### src/rtl/game_pkg.sv
// Shared types and constants for the game controller's countdown timer.
package game_pkg;

  typedef enum logic [2:0] {
    ST_IDLE,
    ST_ARMED,
    ST_RUN,
    ST_HOLD,
    ST_EXPIRED
  } timer_state_e;

  localparam logic [3:0] BCD_MAX  = 4'd9;

  localparam logic [3:0] L2_TENS  = 4'd9;
  localparam logic [3:0] L2_UNITS = 4'd0;
  localparam logic [3:0] L3_TENS  = 4'd6;
  localparam logic [3:0] L3_UNITS = 4'd0;

  // Out-of-range preset digits saturate to 9.
  function automatic logic [3:0] bcd_clamp(input logic [3:0] d);
    return (d > BCD_MAX) ? BCD_MAX : d;
  endfunction

endpackage

### src/rtl/tick_prescaler.sv
// Divides clk down to a one-second terminal-count pulse; count holds while disabled.
module tick_prescaler #(
  parameter int unsigned TICK_DIV = 50000000,
  parameter int unsigned DIV_W    = 26
) (
  input  logic clk,
  input  logic rst,
  input  logic en_i,
  input  logic clr_i,
  output logic tc_c
);

  localparam logic [DIV_W-1:0] TC_VAL = DIV_W'(TICK_DIV - 1);

  logic [DIV_W-1:0] cnt_q;
  logic [DIV_W-1:0] cnt_d;

  // Terminal count is only meaningful in a cycle that actually advances.
  assign tc_c = en_i && (cnt_q == TC_VAL);

  always_comb begin
    cnt_d = cnt_q;
    if (clr_i) begin
      cnt_d = '0;
    end else if (en_i) begin
      cnt_d = (cnt_q == TC_VAL) ? '0 : cnt_q + DIV_W'(1);
    end
  end

  always_ff @(posedge clk) begin
    if (rst) begin
      cnt_q <= '0;
    end else begin
      cnt_q <= cnt_d;
    end
  end

endmodule

### src/rtl/game_countdown_timer.sv
// BCD seconds countdown timer: load/arm/run/hold/expire FSM with a shared one-second prescaler.
module game_countdown_timer
  import game_pkg::*;
#(
  parameter int unsigned TICK_DIV = 50000000,
  parameter int unsigned DIV_W    = 26
) (
  input  logic       clk,
  input  logic       rst,
  input  logic       Timer_Load,
  input  logic       Timer_Enable,
  input  logic [3:0] Timer_Tens_Digit,
  input  logic [3:0] Timer_Units_Digit,
  output logic [3:0] Count_Tens,
  output logic [3:0] Count_Units,
  output logic       Timer_TimeOut,
  output logic       Sec_Tick
);

  timer_state_e state_q, state_d;
  logic [3:0]   tens_q, tens_d;
  logic [3:0]   units_q, units_d;
  logic         timeout_q, timeout_d;
  logic         tick_q;

  logic         cnt_en_c;
  logic         tick_c;
  logic [3:0]   ld_tens_c;
  logic [3:0]   ld_units_c;

  // The first enabled cycle out of ARMED/HOLD already advances the prescaler.
  assign cnt_en_c = !Timer_Load && Timer_Enable &&
                    (state_q inside {ST_ARMED, ST_RUN, ST_HOLD});

  assign ld_tens_c  = bcd_clamp(Timer_Tens_Digit);
  assign ld_units_c = bcd_clamp(Timer_Units_Digit);

  tick_prescaler #(
    .TICK_DIV (TICK_DIV),
    .DIV_W    (DIV_W)
  ) u_prescaler (
    .clk   (clk),
    .rst   (rst),
    .en_i  (cnt_en_c),
    .clr_i (Timer_Load),
    .tc_c  (tick_c)
  );

  // Next-state, BCD decrement and timeout level.
  always_comb begin
    state_d = state_q;
    tens_d  = tens_q;
    units_d = units_q;

    if (Timer_Load) begin
      tens_d  = ld_tens_c;
      units_d = ld_units_c;
      state_d = ((ld_tens_c == 4'd0) && (ld_units_c == 4'd0)) ? ST_EXPIRED : ST_ARMED;
    end else begin
      case (state_q)
        ST_IDLE:    state_d = ST_IDLE;
        ST_ARMED,
        ST_HOLD:    if (Timer_Enable) state_d = ST_RUN;
        ST_RUN:     if (!Timer_Enable) state_d = ST_HOLD;
        ST_EXPIRED: state_d = ST_EXPIRED;
        default:    state_d = ST_IDLE;
      endcase

      if (tick_c) begin
        if (units_q != 4'd0) begin
          units_d = units_q - 4'd1;
        end else if (tens_q != 4'd0) begin
          units_d = BCD_MAX;
          tens_d  = tens_q - 4'd1;
        end
        if ((tens_d == 4'd0) && (units_d == 4'd0)) begin
          state_d = ST_EXPIRED;
        end
      end
    end

    timeout_d = (state_d == ST_EXPIRED);
  end

  always_ff @(posedge clk) begin
    if (rst) begin
      state_q   <= ST_IDLE;
      tens_q    <= 4'd0;
      units_q   <= 4'd0;
      timeout_q <= 1'b0;
      tick_q    <= 1'b0;
    end else begin
      state_q   <= state_d;
      tens_q    <= tens_d;
      units_q   <= units_d;
      timeout_q <= timeout_d;
      tick_q    <= tick_c;
    end
  end

  assign Count_Tens    = tens_q;
  assign Count_Units   = units_q;
  assign Timer_TimeOut = timeout_q;
  assign Sec_Tick      = tick_q;

endmodule

### config.mk
export PLATFORM = sky130hd
export DESIGN_NAME = game_countdown_timer
export DESIGN_NICKNAME = d
export VERILOG_FILES = /design/src/rtl/game_pkg.sv /design/src/rtl/tick_prescaler.sv /design/src/rtl/game_countdown_timer.sv
export SDC_FILE = /design/constraint.sdc
export NUM_CORES = 1
export LEC_CHECK = 0
export ABC_AREA = 1
export BUFFER_PORTS_ARGS = -buffer_cell sky130_fd_sc_hd__buf_2
export CAP_MARGIN = 20
export CORE_UTILIZATION = 53
export DETAILED_ROUTE_END_ITERATION = 8
export HOLD_SLACK_MARGIN = 0.08
export PLACE_DENSITY_LB_ADDON = 0.12
export SYNTH_ARGS = -nofsm -noshare
export SYNTH_HDL_FRONTEND = slang
export SYNTH_SLANG_ARGS = --single-unit
### constraint.sdc
create_clock -name clk -period 1.5 [get_ports clk]
set_input_delay 0.075 -clock clk [delete_from_list [all_inputs] [get_ports clk]]
set_output_delay 0.075 -clock clk [all_outputs]
set_load 0.005 [all_outputs]
Word level (Yosys, flattened, before mapping)
Index checks and enable logic that the tools add are counted.

word-level totals
  bits of input ports = 12
  logic and storage cells = 55
  register bits = 39
  output and inout port bits = 10

operators by class
  multiplexer cells = 22
  reduce and logical (&&, ||, !) cells = 16
  add/sub/neg operators = 3
  eq/ne operators = 6
  $lt $le $gt $ge = 2

operator list
  kind                                                                number
  4-bit two-way mux                                                   14
  26-bit by 1-bit adder with 26-bit output, second input constant     1
  26-bit == test, second input constant                               1
  26-bit two-way mux                                                  1
  3-bit two-way mux                                                   6
  4-bit zero test                                                     4
  3-bit case mux with 3 select lines                                  1
  4-bit greater-than comparator, second input constant                2
  4-bit nonzero test                                                  2
  4-bit by 1-bit subtractor with 4-bit output, second input constant  2
  3-bit by 2-bit == test with 1-bit output, second input constant     2
  3-bit == test, second input constant                                2
  1-bit logical AND                                                   5
  2-bit OR reduction                                                  2
  3-bit by 1-bit == test with 1-bit output, second input constant     1
  3-bit nonzero test                                                  1
  2-bit nonzero test                                                  1
  1-bit zero test                                                     1

Logic depth before layout (Yosys ltp)
  word-level depth = 12
  mapped depth = 12
  gate-level depth less buffers = 12

Hierarchy
A second synthesis with hierarchy kept.

second synthesis, totals
  cells, all modules = 375
  area total of the unflattened synthesis = 2,402.3 µm²

by module, submodules not included
  module                area an instance (µm²)  times used  cells an instance  seq. area each (µm²)
  tick_prescaler        1,564.0                 1           239                520.5
  game_countdown_timer  838.3                   1           136                260.2

Worst setup path after synthesis
No wires, ideal clock.

  kind = reg-to-reg
  from = reg u_prescaler.cnt_q[0]
  to = reg u_prescaler.cnt_q[22]
  cell stages (with the launch flop) = 10
  data required time = 1.385 ns
  data arrival time = 1.439 ns
  library setup time = 0.115 ns
  buffers on the path = 1
  setup slack = -0.053 ns
  clock period less this slack = 1.553 ns
  path through = dfxtp_1 > ha_1 > nand3_1 > nor2_1 > nand3_4 > nor2_8 > nor2_4 > inv_2 > buf_6 > nor2_1

on the way
  cells in the longest elaborated chain, start to end = 2
  elaborated cells between the ends (all ways) = 3
  classes of those cells = 1 x add/sub; 1 x eq/ne; 1 x mux

ends and longest elaborated chain
  what                                                                               RTL line              source
  start: declaration                                                                 tick_prescaler.sv:15  logic [DIV_W-1:0] cnt_q;
  start signal: assignment                                                           tick_prescaler.sv:34  cnt_q <= cnt_d;
  26-bit by 1-bit adder with 26-bit output / 26-bit == test (equally long branches)  tick_prescaler.sv:26  cnt_d = (cnt_q == TC_VAL) ? '0 : cnt_q + DIV_W'(1);
  26-bit two-way mux *                                                               tick_prescaler.sv:26

Every way passes the cells marked *; elsewhere a longest branch is shown, timed or not.
A chain may end at the register's enable or synchronous reset.

Worst setup path after layout
  from = reg u_prescaler.cnt_q[0]
  to = reg u_prescaler.cnt_q[17]

The elaborated chain is that of the path after synthesis.

==> results.cfg <==
[outcome]
outcome = complete, but fails checks
violations = negative setup slack

[grt]
number_of_antenna_violations_at_the_first_check_in_global_routing = 0
track_usage_pct = 29.7
grt_pass1_vias = 2302
overflow = 0
grt_first_pass_wirelength_um = 9980
grt_start_max_net_pins = 15

[cts]
clkTransAtPathRegs_ns = 0.08
clk-insertion-delay-late_ns = 0.30
numClockSinks = 39
htreeDepth = 2
clk_buf_depth = 2
cts_root_buf = clkbuf_8
cts_buffers = 5
clock_tree_from_tritoncts = built

[critical_path]
r2r_start = u_prescaler.cnt_q[0]$_SDFFE_PP0N_
worst-r2r-cell-count = 10
critical_path.max_stage_delay_ns = 0.38
critPathKind = flip-flop to flip-flop
setup_crit_start_kind = flip-flop
worst_path_fanout_max = 5
critical_path.most_common_cell = nor2_4
path_cells = buf_6, nand2_4, nor2_4, nand2_2, nor2_4, nand3_4, nor2_4, buf_4, o21ai_2, a21oi_1
regToRegSetupSlack_ns = -0.09
critical_path.endpoint_type = flip-flop
worst-endpoint-arrival_ns = 1.83
setup.worst_path.start = u_prescaler.cnt_q[0]$_SDFFE_PP0N_
cp_data_required_time_ns = 1.74
cp_slowest_cell = dfxtp_4
timing.rr.end = u_prescaler.cnt_q[17]$_SDFFE_PP0N_

[sta]
slew_headroom_pct = 78.0
finalSetupTns_ns = -0.753
highest_attainable_clock_frequency_ghz = 0.627
setup-violations-final = 16
finalWorstSetupSlack_ns = -0.0948
worst_pin_slew_ns = 0.326
final_min_period_over_clock_period_pct = 106
final_report_max_slew_violation_count = 0
final.setup_skew_ns = 0.00642
layout_min_cycle_time_ns = 1.59
rsz0062_at_grt = true
fin_hold_ws_ns = 0.157
finalHoldViolCount = 0

[die]
core_region_area_mm2 = 0.00406
num_rows = 23
die_area_mm2 = 0.00456
die_width_um = 67.5
io_pins = 22
start_util_pct = 56.1
dieHeight_um = 67.5

[drt]
initial_detailed_routing_violation_count = 183
wire_per_inst_um = 14.2
routed_via_density = 5.22
drt-total-wl_um = 7030
num_vias = 2580
first_pass_iters = 4
ant_nets = 0
drt_drc_violations_left = 0

[min_path]
hold_path_startpoint = Timer_Enable
timing.hold.worst_path_depth = 4
whs_endpoint = state_q[0]$_SDFF_PP0_
worst_hold_path_type = input pin to flip-flop

[final_layout]
layout-drive-gt1-share_pct = 37.6
area_growth_syn_to_layout_pct = 44.2
antenna_cells_inserted = 0
finish.instance_area_mm2 = 0.00328
final_net_count = 458
final_core_utilization_pct = 80.8
most_common_library_cell_in_the_layout_ignoring_fill_and_taps = nand2_1
most-common-layout-cells = nand2_1, buf_4, nor2_1

[synth]
ys_seq_elements = 39
synthesis.area_per_instance_um2 = 6.41
netlist-cell-type-count = 29
yosysSeqAreaShare_pct = 34.3
syn-instance-count = 355
synth_area_mm2 = 0.00227
ys_warn_count = 0
synth.net_count = 370

[place]
portBuffers = 21
detailed_place_hpwl_um = 4460
area_of_placed_instances_mm2 = 0.00277
place.gp.congestion = 0.906

[power]
ir_worst_vdd_uv = 619
p_leak_nw = 1.47
post-layout-total-power_mw = 2.48
p_per_area_mw_per_mm2 = 755

[run]
cap_violations = 0
-- worst max-delay path by stage --
stage,endpoint,slack (ns),cells past startpoint
floorplan,u_prescaler.cnt_q[22]$_SDFFE_PP0N_,0.006,9
global placement,u_prescaler.cnt_q[16]$_SDFFE_PP0N_,-0.20,8
detailed placement,u_prescaler.cnt_q[16]$_SDFFE_PP0N_,-0.21,8
CTS,state_q[2]$_SDFF_PP0_,-0.08,13
global route,state_q[2]$_SDFF_PP0_,-0.20,13
finish,u_prescaler.cnt_q[17]$_SDFFE_PP0N_,-0.09,10
-- repair_timing --
action / 4_1_cts / 5_1_grt
resized for setup: 46 / 36
setup endpoints to repair: 33 / 35
setup buffers: 8 / 8
hold endpoints to repair: 4 / 0
hold buffers: 1 / 0
pin swaps: 24 / 29
-- layout make-up --
type                       instances  area [um^2]
sequential                        39          803
fill                             282          778
multi-input combinational        269         1520
tap                               50         62.6
timing repair buffer              84          607
clock buffer                       6         82.6
clock inverter                     2         35.0
inverter                          44          173
-- Yosys cell counts --
library cell,number,share of area [%]
nand3_4,1,0.77
nor2_1,64,11
buf_6,1,0.50
nor3_1,11,2.4
or2_0,1,0.28
ha_1,3,1.7
xor2_1,5,1.9
a2bb2oi_1,1,0.39
inv_2,3,0.50
clkbuf_1,2,0.33
o22ai_1,1,0.28
nor4_1,2,0.55
inv_1,40,6.6
xnor2_1,2,0.77
a21oi_1,17,3.7
o21ai_0,17,3.7
nor2_2,5,1.4
nand2_2,3,0.83
a21o_1,1,0.33
nand2_4,1,0.50
nor2_8,1,0.88
nand3_1,21,4.6
nor2_4,7,3.5
nand3_2,1,0.44
nor3b_1,1,0.33
dfxtp_1,39,34
nand2_1,97,16
nand4_1,6,1.7
inv_4,1,0.28
-- critical path: cells and delay by family (launching register included) --
| family | cells | cell delay, ns |
|---|---|---|
| AND/OR/NAND/NOR | 6 | 0.75 |
| flip-flops | 1 | 0.38 |
| buffers and inverters | 2 | 0.26 |
| AO/OA/AOI/OAI | 2 | 0.14 |
-- where the power goes --
part,internal [mW],switching (mW)
clock network,0.539,0.398
registers,1.05,0.0190
logic,0.201,0.266
-- flip-flops by register name (all words and copies together), names as in the netlist --
name	flops
u_prescaler.cnt_q	26
Count_Tens	4
Sec_Tick	1
state_q	3
Count_Units	4
Timer_TimeOut	1
-- layer usage --
layer	track usage [%]	part of all wire, %
met1	36.5	43
met2	50.2	50
met3	5.24	3.9
met4	13.0	2.8
met5	0	0
-- logic make-up after synthesis --
logic type,Yosys count,share of synthesized area (%)
AND/OR/NAND/NOR,222,44.7
buffers and inverters,47,8.20
flip-flops,39,34.3
AO/OA/AOI/OAI,37,8.47
XOR/XNOR,7,2.70
adder cells (fa/ha/maj),3,1.65
-- metrics by stage --
stage,instances,worst slack [ns]
after floorplan,355,0.00610
after global placement,469,-0.201
after detailed placement,469,-0.213
after CTS,486,-0.0776
after global routing,494,-0.198
final,494,-0.0948
Power figures use the tool's default switching activity.
